--- config.mk ---
export PLATFORM = sky130hd
export DESIGN_NAME = axi_mm_ram_sink
export DESIGN_NICKNAME = d
export VERILOG_FILES = /design/src/rtl/axi_mm_ram_sink.sv
export SDC_FILE = /design/constraint.sdc
export NUM_CORES = 1
export LEC_CHECK = 0
export CELL_PAD_IN_SITES_DETAIL_PLACEMENT = 1
export CELL_PAD_IN_SITES_GLOBAL_PLACEMENT = 1
export CORE_MARGIN = 2
export CORE_UTILIZATION = 24
export DETAILED_ROUTE_END_ITERATION = 12
export PLACE_DENSITY = 0.79
export SLEW_MARGIN = 15
export SYNTH_ARGS = -nofsm -noshare
export SYNTH_HDL_FRONTEND = slang
export SYNTH_SLANG_ARGS = --single-unit
--- constraint.sdc ---
create_clock -name i_clk -period 2.3 [get_ports i_clk]
set_input_delay 0.46 -clock i_clk [delete_from_list [all_inputs] [get_ports i_clk]]
set_output_delay 0.46 -clock i_clk [all_outputs]
set_load 0.01 [all_outputs]
--- src/rtl/axi_mm_ram_sink.sv ---
// Memory-mapped bus responder fronting a single-port RAM with configurable read latency.
// Define AXI_MM_RAM_SINK_INIT_EN to clear the RAM to zero after every reset.
module axi_mm_ram_sink #(
    parameter int D_BITS    = 64,
    parameter int A_BITS    = 8,
    parameter int RAM_DEPTH = 16,
    parameter int RAM_LAT   = 2,
    parameter int RA_BITS   = (RAM_DEPTH > 1) ? $clog2(RAM_DEPTH) : 1
) (
    input  logic                i_clk,
    input  logic                i_rst_n,
    input  logic [A_BITS-1:0]   i_addr,
    input  logic [D_BITS-1:0]   i_wr_dat,
    input  logic                i_wr,
    input  logic                i_rd,
    output logic [D_BITS-1:0]   o_rd_dat,
    output logic                o_rd_dat_val,
    output logic                o_wait_rq,
    output logic                o_err,
    output logic                o_init_done,
    output logic [RA_BITS-1:0]  o_ram_a,
    output logic                o_ram_en,
    output logic                o_ram_we,
    output logic                o_ram_re,
    output logic [D_BITS-1:0]   o_ram_d,
    input  logic [D_BITS-1:0]   i_ram_q
);

    // Handshake: a request (i_rd | i_wr) is taken on any cycle where o_wait_rq is low;
    // the master holds its request while o_wait_rq is high and drops it after acceptance.

    localparam int LC_BITS = $clog2(RAM_LAT + 1);
    localparam logic [A_BITS:0]    DEPTH_A  = (A_BITS + 1)'(RAM_DEPTH);
    localparam logic [LC_BITS-1:0] LAT_LOAD = LC_BITS'(RAM_LAT);

`ifdef AXI_MM_RAM_SINK_INIT_EN
    typedef enum logic [1:0] {
        ST_IDLE     = 2'd0,
        ST_RD_ISSUE = 2'd1,
        ST_RD_WAIT  = 2'd2,
        ST_INIT     = 2'd3
    } state_t;
    localparam state_t ST_RESET = ST_INIT;
    localparam logic [RA_BITS-1:0] LAST_A = RA_BITS'(RAM_DEPTH - 1);
`else
    typedef enum logic [1:0] {
        ST_IDLE     = 2'd0,
        ST_RD_ISSUE = 2'd1,
        ST_RD_WAIT  = 2'd2
    } state_t;
    localparam state_t ST_RESET = ST_IDLE;
`endif

    state_t              state_q, state_d;
    logic [LC_BITS-1:0]  lat_cnt_q, lat_cnt_d;
    logic [LC_BITS-1:0]  lat_dec;
    logic [RA_BITS-1:0]  rd_addr_q, rd_addr_d;
    logic [D_BITS-1:0]   rd_dat_q, rd_dat_d;
    logic                rd_dat_val_q, rd_dat_val_d;
    logic                err_q, err_d;
`ifdef AXI_MM_RAM_SINK_INIT_EN
    logic [RA_BITS-1:0]  clr_cnt_q, clr_cnt_d;
    logic                init_done_q, init_done_d;
`endif

    logic                ram_en, ram_we, ram_re;
    logic [RA_BITS-1:0]  ram_a;
    logic [D_BITS-1:0]   ram_d;
    logic                in_range;
    logic [RA_BITS-1:0]  addr_ra;

    assign in_range = ({1'b0, i_addr} < DEPTH_A);
    assign addr_ra  = i_addr[RA_BITS-1:0];
    assign lat_dec  = lat_cnt_q - LC_BITS'(1);

    always_comb begin
        state_d      = state_q;
        lat_cnt_d    = lat_cnt_q;
        rd_addr_d    = rd_addr_q;
        rd_dat_d     = rd_dat_q;
        rd_dat_val_d = 1'b0;
        err_d        = 1'b0;
        ram_en       = 1'b0;
        ram_we       = 1'b0;
        ram_re       = 1'b0;
        ram_a        = '0;
        ram_d        = '0;
`ifdef AXI_MM_RAM_SINK_INIT_EN
        clr_cnt_d    = clr_cnt_q;
        init_done_d  = init_done_q;
`endif
        case (state_q)
`ifdef AXI_MM_RAM_SINK_INIT_EN
            ST_INIT: begin
                ram_en    = 1'b1;
                ram_we    = 1'b1;
                ram_a     = clr_cnt_q;
                clr_cnt_d = clr_cnt_q + RA_BITS'(1);
                if (clr_cnt_q == LAST_A) begin
                    clr_cnt_d   = '0;
                    init_done_d = 1'b1;
                    state_d     = ST_IDLE;
                end
            end
`endif
            ST_IDLE: begin
                if (i_rd || i_wr) begin
                    if (!in_range) begin
                        // Out-of-range reads still complete, returning zero, so the master never stalls.
                        err_d = 1'b1;
                        if (i_rd) begin
                            rd_dat_d     = '0;
                            rd_dat_val_d = 1'b1;
                        end
                    end else if (i_wr) begin
                        ram_en = 1'b1;
                        ram_we = 1'b1;
                        ram_a  = addr_ra;
                        ram_d  = i_wr_dat;
                        if (i_rd) begin
                            rd_addr_d = addr_ra;
                            state_d   = ST_RD_ISSUE;
                        end
                    end else begin
                        ram_en    = 1'b1;
                        ram_re    = 1'b1;
                        ram_a     = addr_ra;
                        lat_cnt_d = LAT_LOAD;
                        state_d   = ST_RD_WAIT;
                    end
                end
            end
            ST_RD_ISSUE: begin
                ram_en    = 1'b1;
                ram_re    = 1'b1;
                ram_a     = rd_addr_q;
                lat_cnt_d = LAT_LOAD;
                state_d   = ST_RD_WAIT;
            end
            ST_RD_WAIT: begin
                lat_cnt_d = lat_dec;
                if (lat_dec == '0) begin
                    rd_dat_d     = i_ram_q;
                    rd_dat_val_d = 1'b1;
                    state_d      = ST_IDLE;
                end
            end
            default: begin
                state_d = ST_IDLE;
            end
        endcase
    end

    always_ff @(posedge i_clk) begin
        if (!i_rst_n) begin
            state_q      <= ST_RESET;
            lat_cnt_q    <= '0;
            rd_addr_q    <= '0;
            rd_dat_q     <= '0;
            rd_dat_val_q <= 1'b0;
            err_q        <= 1'b0;
`ifdef AXI_MM_RAM_SINK_INIT_EN
            clr_cnt_q    <= '0;
            init_done_q  <= 1'b0;
`endif
        end else begin
            state_q      <= state_d;
            lat_cnt_q    <= lat_cnt_d;
            rd_addr_q    <= rd_addr_d;
            rd_dat_q     <= rd_dat_d;
            rd_dat_val_q <= rd_dat_val_d;
            err_q        <= err_d;
`ifdef AXI_MM_RAM_SINK_INIT_EN
            clr_cnt_q    <= clr_cnt_d;
            init_done_q  <= init_done_d;
`endif
        end
    end

    // Strobes are gated by reset so the RAM is never touched while reset is held.
    assign o_ram_en     = ram_en & i_rst_n;
    assign o_ram_we     = ram_we & i_rst_n;
    assign o_ram_re     = ram_re & i_rst_n;
    assign o_ram_a      = ram_a;
    assign o_ram_d      = ram_d;
    assign o_wait_rq    = (state_q != ST_IDLE);
    assign o_rd_dat     = rd_dat_q;
    assign o_rd_dat_val = rd_dat_val_q;
    assign o_err        = err_q;
`ifdef AXI_MM_RAM_SINK_INIT_EN
    assign o_init_done  = init_done_q;
`else
    assign o_init_done  = 1'b1;
`endif

endmodule

# Word-level counts from Yosys, hierarchy flattened
# Index checks and enable logic that the tools add are counted.
[word_totals]
register_bits = 74
input_bits = 140
output_inout_bits = 139
word_cells = 70
[op_classes]
addsub = 1
order_cmp = 1
n_eq_ne = 9
n_mux = 39
bitwise_logic = 3
reduce_logical = 11
[op_table]
columns = ["cell", "n"]
rows = [
  ["$mux 64", 8],
  ["$pmux 64 s2", 1],
  ["$mux 2", 8],
  ["$mux 1", 14],
  ["$ne 2x2->1 const B", 6],
  ["$pmux 2 s3", 2],
  ["$reduce_and 5->1", 2],
  ["$lt 8x5->1 const B", 1],
  ["$mux 4", 2],
  ["$pmux 4 s2", 1],
  ["$reduce_and 4->1", 2],
  ["$pmux 1 s2", 3],
  ["$logic_not 2->1", 2],
  ["$reduce_bool 2->1", 2],
  ["$and 1x1->1", 3],
  ["$ne 3x3->1 const B", 1],
  ["$reduce_and 3->1", 1],
  ["$reduce_bool 3->1", 1],
  ["$eq 2x1->1 const B", 1],
  ["$eq 2x2->1 const B", 1],
  ["$sub 2x1->2 const B", 1],
  ["$logic_or 1x1->1", 1],
]

# Depth between registers and ports, before layout
[logic_depth]
depth_word = 5
depth_mapped = 8

# Worst setup path before layout
# OpenSTA, ideal clock, no wires.
[synth_path]
path_type = "input-to-output"
startpoint = "input port i_addr[7]"
endpoint = "output port o_ram_d[13]"
t_arrival_ps = 1601
required_ps = 1840
setup_slack_ps = 239
stages = 5
path_cell_list = "or4_4 nor2_2 buf_4 buf_6 and2_1"
[synth_via]
elab_chain_cells = 4
[synth_lines]
columns = ["element", "line_no", "text"]
rows = [
  ["start, declared", "12", "input logic [A_BITS-1:0] i_addr,"],
  ["$lt 8x5->1", "72", "assign in_range = ({1'b0, i_addr} < DEPTH_A);"],
  ["$mux 64", "108", "if (!in_range) begin"],
  ["$mux 64", "107", "if (i_rd || i_wr) begin"],
  ["$mux 64", "92", "case (state_q)"],
  ["end, declared", "25", "output logic [D_BITS-1:0] o_ram_d,"],
]
# Every way passes these cells.

# Worst setup path in the final report
[layout_path]
startpoint = "input port i_addr[6]"
endpoint = "output port o_ram_d[43]"
# The elaborated chain is that of the path after synthesis.

==> results by group <==
Status
  – Status: finished with violations
  – Failing checks: negative setup slack

Yosys
  – Yosys top cell by area: dfxtp_1
  – Dominant cells by area after synthesis: dfxtp_1, mux2i_1, and2_1
  – Top cell type's share of synthesized area: 38.8%
  – Main synth FF type: dfxtp_1
  – Syn_area_per_cell: around 8.8 um^2
  – Net Count, Synth: 576
  – Commonest cells post-synth: nand2_1, dfxtp_1, mux2i_1, and2_1, nand3_1
  – Most common cell in the netlist: nand2_1
  – Mapped Cells: 432
  – Ys async rst share: 0%
  – Number of synthesized flops with an enable pin: 0
  – Yosys reg bits: 74
  – Synth unique cells: 30
  – Seq/Total Area, Yosys: between 30% and 40%
  – Synth warn: 0
  – Synthesized cell area: roughly 3800 um^2

Power
  – Pwr dens: 456 nW/um^2
  – Reg power frac: around two fifths
  – Switch Pwr: about 790 uW
  – Internal power: 2.57 mW
  – Switching Fraction: 23.6%
  – Total power: roughly 3.4 mW
  – Logic gate share of total power: 19.5%
  – Lkg Pwr: 3.01 nW
  – VDD IR max: approximately 0.30 mV
  – Power share of the clock group: 41.7%

Floorplanning
  – Chip width: 130 um
  – Rows: 46
  – Chip height: 130 um
  – Initial Util: 24.3%
  – CORE AREA: between 15,000 and 20,000 um^2
  – I/O pin cnt: 279
  – Die ar.: 16,900 um^2

Drt
  – Drt first pass iters: 6
  – Vias per std cell: 4.52
  – DR WL/cell: 18.9 um
  – WL final: 17.7 mm
  – DRC: 0
  – Drt first-iter violations: 95
  – Via count: 4,229
  – Routed Antenna Nets: 0

Setup path
  – Slowest cell on crit path: or4_4
  – R2R Path Start: state_q[1]
  – Max incr delay on CP: around 0.57 ns
  – Arr. time, crit path: 1.91 ns
  – CP Launch Type: input port
  – R2r endpoint: o_rd_dat[22]
  – Crit end category: output pin
  – R2R setup slack: approximately 0.17 ns
  – Crit path to: o_ram_d[43]
  – Critical-path maximum fanout: 6
  – Worst Path Required: 1.84 ns
  – Setup CP Type: in2out
  – Reg2reg path depth: 7
  – Worst setup startpoint: i_addr[6]
  – Crit-path cells: buf_8, or4_4, nor2_4, buf_6, buf_12, buf_12, and2_4, buf_6

Timing
  – Clk_skew: 0.00584 ns
  – Slew HR: between 60% and 70%
  – Slew @ Worst Pin: 0.559 ns
  – Final setup fails: 50
  – Smallest hold slack: between 0.4 and 0.5 ns
  – Final Hold Viols: 0
  – Slew Limit Fails: 0
  – Fmax: between 400 and 500 MHz
  – Period Utilization, post-route: 103%
  – Period minus WS final: ~2.4 ns
  – Crit path setup slack, layout: -0.0688 ns
  – Setup TNS: -1.99 ns
  – RSZ-0062 raised after global routing: true

Global route
  – Largest net degree at the start of global routing: between 100 and 150
  – Vias in the first global route: 4,504
  – Antenna violations before repair: 0
  – GRT Util Overall: 19.2%
  – Grt total ovfl: 0
  – First-pass GRT wire length: approximately 25 mm

Finish
  – Ant diodes: 0
  – Ratio of cells with drive above 1 in the final layout: 25.0%
  – Area Growth Syn to Fin: 93.4%
  – Fill cell count: 1,771
  – Non-Filler Instances: 935
  – Final core occ: between 40 and 50%
  – Fin area: 7380 um^2
  – Nets: 860

Clock network
  – CTS Sinks: between 70 and 80
  – Number of H-tree levels: 3
  – Longest Clk Path Bufs: 2
  – TritonCTS clock tree: yes
  – Total CTS buffers: 9
  – Worst-skew pair later-pin latency: 0.34 ns
  – Clock transition at path regs: 0.06 ns
  – Clk root buf: clkbuf_16

Hold path
  – Hold Path Class: in2reg

Place
  – DP Worst Slack: -0.784 ns
  – Final GP Congestion: 0.823
  – Number of I/O port buffers: roughly 280
  – Placed cell count: 904
  – Post-DP Area: about 6800 um^2
  – Post-DP HPWL: 12.3 mm

Job
  – MaxCap Viol Count: 0
[worst min-delay path by stage]
stage | from | to | slack, ns | cells after the start
3_3_place_gp | o_rd_dat[53] | o_rd_dat[53] | 0.44 | 2
3_5_place_dp | o_rd_dat[36] | o_rd_dat[36] | 0.45 | 2
4_1_cts | i_rst_n | o_rd_dat_val | 0.42 | 2
6_report | i_rst_n | o_rd_dat_val | 0.42 | 2
5_1_grt | i_rst_n | o_rd_dat_val | 0.42 | 2
2_1_floorplan | rd_addr_q[0] | rd_addr_q[0] | 0.44 | 2
[placed cells by master, fill, tap and decap left out, types with 2 or more instances in the layout]
master / n
buf_12: 8
and2_4: 43
a32oi_1: 2
inv_1: 5
o21ai_0: 2
buf_16: 2
nor2b_1: 4
clkbuf_16: 10
buf_4: 19
clkbuf_8: 2
buf_2: 26
ha_1: 2
nand2_1: 82
clkdlybuf4s50_1: 201
and2_1: 23
buf_6: 53
clkinv_2: 2
nor3_4: 2
mux2i_1: 72
a22o_1: 4
nand3_1: 59
dfxtp_1: 74
[timing repair]
| action | in CTS | in global routing |
|---|---|---|
| hold endpoints to repair | 0 | 0 |
| cloned | 7 | 1 |
| setup endpoints to repair | 71 | 71 |
| buffers inserted | 13 | 1 |
| gates resized for setup | 368 | 54 |
| hold buffers | 0 | 0 |
| pin swaps | 21 | 20 |
[layer usage]
metal | track usage (%) | share of wire, % | vias to the layer above
li1 | - | - | 1998
met1 | 18.1 | 34 | 2006
met2 | 37.0 | 53 | 189
met3 | 6.93 | 9.3 | 36
met4 | 8.48 | 3.9 | 0
met5 | 0 | 0 | -
[final cells by class]
cell class | instances | area (um^2) | share of cell area [%]
clock buffers | 11 | 253 | 3.42
clock inverters | 3 | 40.0 | 0.542
inverters | 6 | 22.5 | 0.305
multi-input cells | 312 | 2170 | 29.3
flip-flops and latches | 74 | 1480 | 20.1
well taps | 216 | 270 | 3.66
repair buffers | 313 | 3150 | 42.7
[worst max-delay path: cells and delay by family]
kind	cells	cell delay [ns]
and+or+nand+nor	3	0.89
buffers and inverters	5	0.56
[sequential cells by signal, indices dropped and copies added, names as in the netlist]
register / flops
o_rd_dat: 64
rd_addr_q: 4
lat_cnt_q: 2
state_q: 2
o_err: 1
o_rd_dat_val: 1
[power by group through the flow]
stage / clock network [mW] / logic, mW / registers [mW]
floorplan: 0 / 0.292 / 1.34
global placement: 0 / 0.606 / 1.33
detailed placement: 0 / 0.620 / 1.33
CTS: 1.45 / 0.649 / 1.30
global route: 1.50 / 0.695 / 1.31
finish: 1.40 / 0.657 / 1.30
[logic make-up (layout without fill, tap and decap cells)]
logic type,Yosys count,count (layout),synth area share [%]
buffers and inverters,46,333,8.65
DFF,74,74,38.8
and+or+nand+nor,222,222,29.4
other,1,1,0.0982
AOI/OAI and AO/OA,13,13,2.85
muxes,72,72,18.9
adders and majority gates,4,4,1.31
Power figures use the tool's default switching activity.
==> edit, RTL diff (same flow settings) <==
Take the reset off `rd_dat_q` and load it in a clocked block of its own.
--- a/src/rtl/axi_mm_ram_sink.sv
+++ b/src/rtl/axi_mm_ram_sink.sv
@@ -158,3 +158,2 @@
             rd_addr_q    <= '0;
-            rd_dat_q     <= '0;
             rd_dat_val_q <= 1'b0;
@@ -169,3 +168,2 @@
             rd_addr_q    <= rd_addr_d;
-            rd_dat_q     <= rd_dat_d;
             rd_dat_val_q <= rd_dat_val_d;
@@ -177,2 +175,6 @@
         end
+    end
+
+    always_ff @(posedge i_clk) begin
+        rd_dat_q <= rd_dat_d;
     end
Behaviour: differs if i_rst_n is asserted again (counterexample within 4 cycles, from zero or initial values and one cycle with i_rst_n low); with i_rst_n held inactive, the same outputs for 4 cycles.
==> edit against the unedited design <==
  * Setup slack improved by 0.12 ns
  * Sequential cell count did not move
  * Wire length shrank 23%
  * Area after synthesis fell by 10%
  * Non-clock buffer count decreased by 11
  * Register-to-register slack gained 0.58 ns
  * First-iteration DRC count grew 47%
  * Cell area fell by 9.9%
  * Synthesized cell count down 35%
  * Total power up 0.74%
  * Count of clock-buffer cells in the layout fell by 1
==> edit: results (changes against the unedited design) <==
| Metric | Value |
|---|---|
| Reg2reg end | o_rd_dat[55] |
| First-pass GRT wire length | 19200 um (-22%) |
| Post-synthesis compound-gate area fraction | 3.51% (+0.66 points) |
| Avg Inst Size Synth | 12.1 um^2 (+37%) |
| Period minus WS final | 2.25 ns (-0.119 ns) |
| Placer Congestion | 0.810 (-1.6%) |
| DR WL/cell | 18.0 um (-4.9%) |
| Adder-Cell Fraction of Synth Area | 0.366% (-0.94 points) |
| Pre-antenna DRT Iters | 4 (-2) |
| Vias in the first global route | 3361 (-25%) |
| Status | finished, final reports clean |
| Slowest cell on crit path | nor4_4 |
| Count of flip-flops with a built-in enable after synthesis | 64 (+64) |
| Nets | 716 (-17%) |
| DP Cell Count | 738 (-18%) |
| Clock power frac | 38.0% (-3.7 points) |
| Global Route Usage Sum | 17.1% (-2.1 points) |
| Post-DP HPWL | 10600 um (-14%) |
| FF-to-FF path depth | 6 (-1) |
| CP max FO | 3 (-3) |
| Number of fill cells | 1538 (-13%) |
| Number of DRC markers in iteration 0 | 140 (+47%) |
| Crit path DAT | 1.79 ns (-0.12 ns) |
| Largest net degree at the start of global routing | 65 (-54%) |
| H-tree levels | 3 (unchanged) |
| Pwr/cell area | 510 mW/mm^2 (+12%) |
| Psw | 0.767 mW (-3.4%) |
| Placed Area | 0.00649 mm^2 (-4.0%) |
| Lkg Pwr | 2.78 nW (-7.8%) |
| Worst VDD drop | 0.000397 V (+34%) |
| Worst Hold Class | reg -> reg |
| Reg2reg start | lat_cnt_q[1] |
| Most common library cells after synthesis | and2_1 (129), edfxtp_1 (64), nand2_1 (13) |
| Number of antenna diodes | 0 (unchanged) |
| Synth Area in XOR/XNOR | 0.256% (+0.26 points) |
| Crit path from | i_addr[4] |
| Via count | 3198 (-24%) |
| Largest delay contributor family on the critical path | buffers and inverters |
| Largest cells by area after synthesis | edfxtp_1 (56%), and2_1 (24%), dfxtp_1 (5.9%), buf_6 (1.6%), nand2_1 (1.4%) |
| Post-placement setup slack | -0.663 ns (+0.121 ns) |
| Crit path to | o_ram_we |
| Fraction of layout cells with a size suffix above 1 | 17.4% (-7.6 points) |
| Predominant post-synthesis flop cell | edfxtp_1 |
| Distinct cells, synth | 33 (+10%) |
| Post-Syn Nets | 423 (-27%) |
| FF-to-FF setup slack | 0.75 ns (+0.58 ns) |
| Seq/Total Area, Yosys | 62.1% (+23 points) |
| Final WL | 13700 um (-23%) |
| Critical Path Max Stage Delay | 0.27 ns (-0.30 ns) |
| Multiplexer share of the synthesized area | 1.17% (-18 points) |
| Setup Skew | 0.00858 ns (+0.00274 ns) |
| Clock-pin slew on the worst setup and hold paths | 0.06 ns (about the same) |
| Sequential share of power | 45.6% (+6.8 points) |
==> edit: cell count changes after synthesis, moves of 6 or more <==
cell      unedited run  this run
nand3_1             59         0
edfxtp_1             0        64
mux2i_1             72         4
buf_12               6         0
and2_1              66       129
clkbuf_1            24        11
dfxtp_1             74        10
a21oi_1              0         6
nand2_1             83        13
==> edit: how the worst min path moves through the flow <==
stage,start,to,slack (ns)
detailed placement,rd_addr_q[3],rd_addr_q[3],0.46
CTS,rd_addr_q[3],rd_addr_q[3],0.47
floorplan,rd_addr_q[0],rd_addr_q[0],0.43
global placement,rd_addr_q[2],rd_addr_q[2],0.44
finish,rd_addr_q[3],rd_addr_q[3],0.47
global route,rd_addr_q[3],rd_addr_q[3],0.49
==> edit: worst reg2reg max path, stage by stage (launching register included) <==
cell and delay [ns]:
dfxtp_1 0.31, inv_1 0.08, ha_1 0.18, a22oi_1 0.09, buf_4 0.15, nor2_4 0.21, buf_12 0.21
==> edit: what timing repair did <==
item,in CTS,in global routing
cloned,1,1
endpoints found under the setup margin,71,36
pin swaps,3,2
resized for setup,204,27
setup buffers,4,1
==> edit: routing by layer <==
| layer | GRT usage (%) | share of wire [%] |
|---|---|---|
| met4 | 5.89 | 2.4 |
| met2 | 31.8 | 56 |
| met5 | 0 | 0 |
| met1 | 18.8 | 37 |
| met3 | 4.47 | 4.9 |
==> edit: layout make-up <==
class	count	area, um^2	area share, %
clock buffer	10	229	3.44
multi-input combinational	185	1200	18.1
sequential	74	2120	31.9
clock inverter	6	41.3	0.621
timing repair buffer	302	2820	42.4
tap	180	225	3.39
inverter	3	11.3	0.169
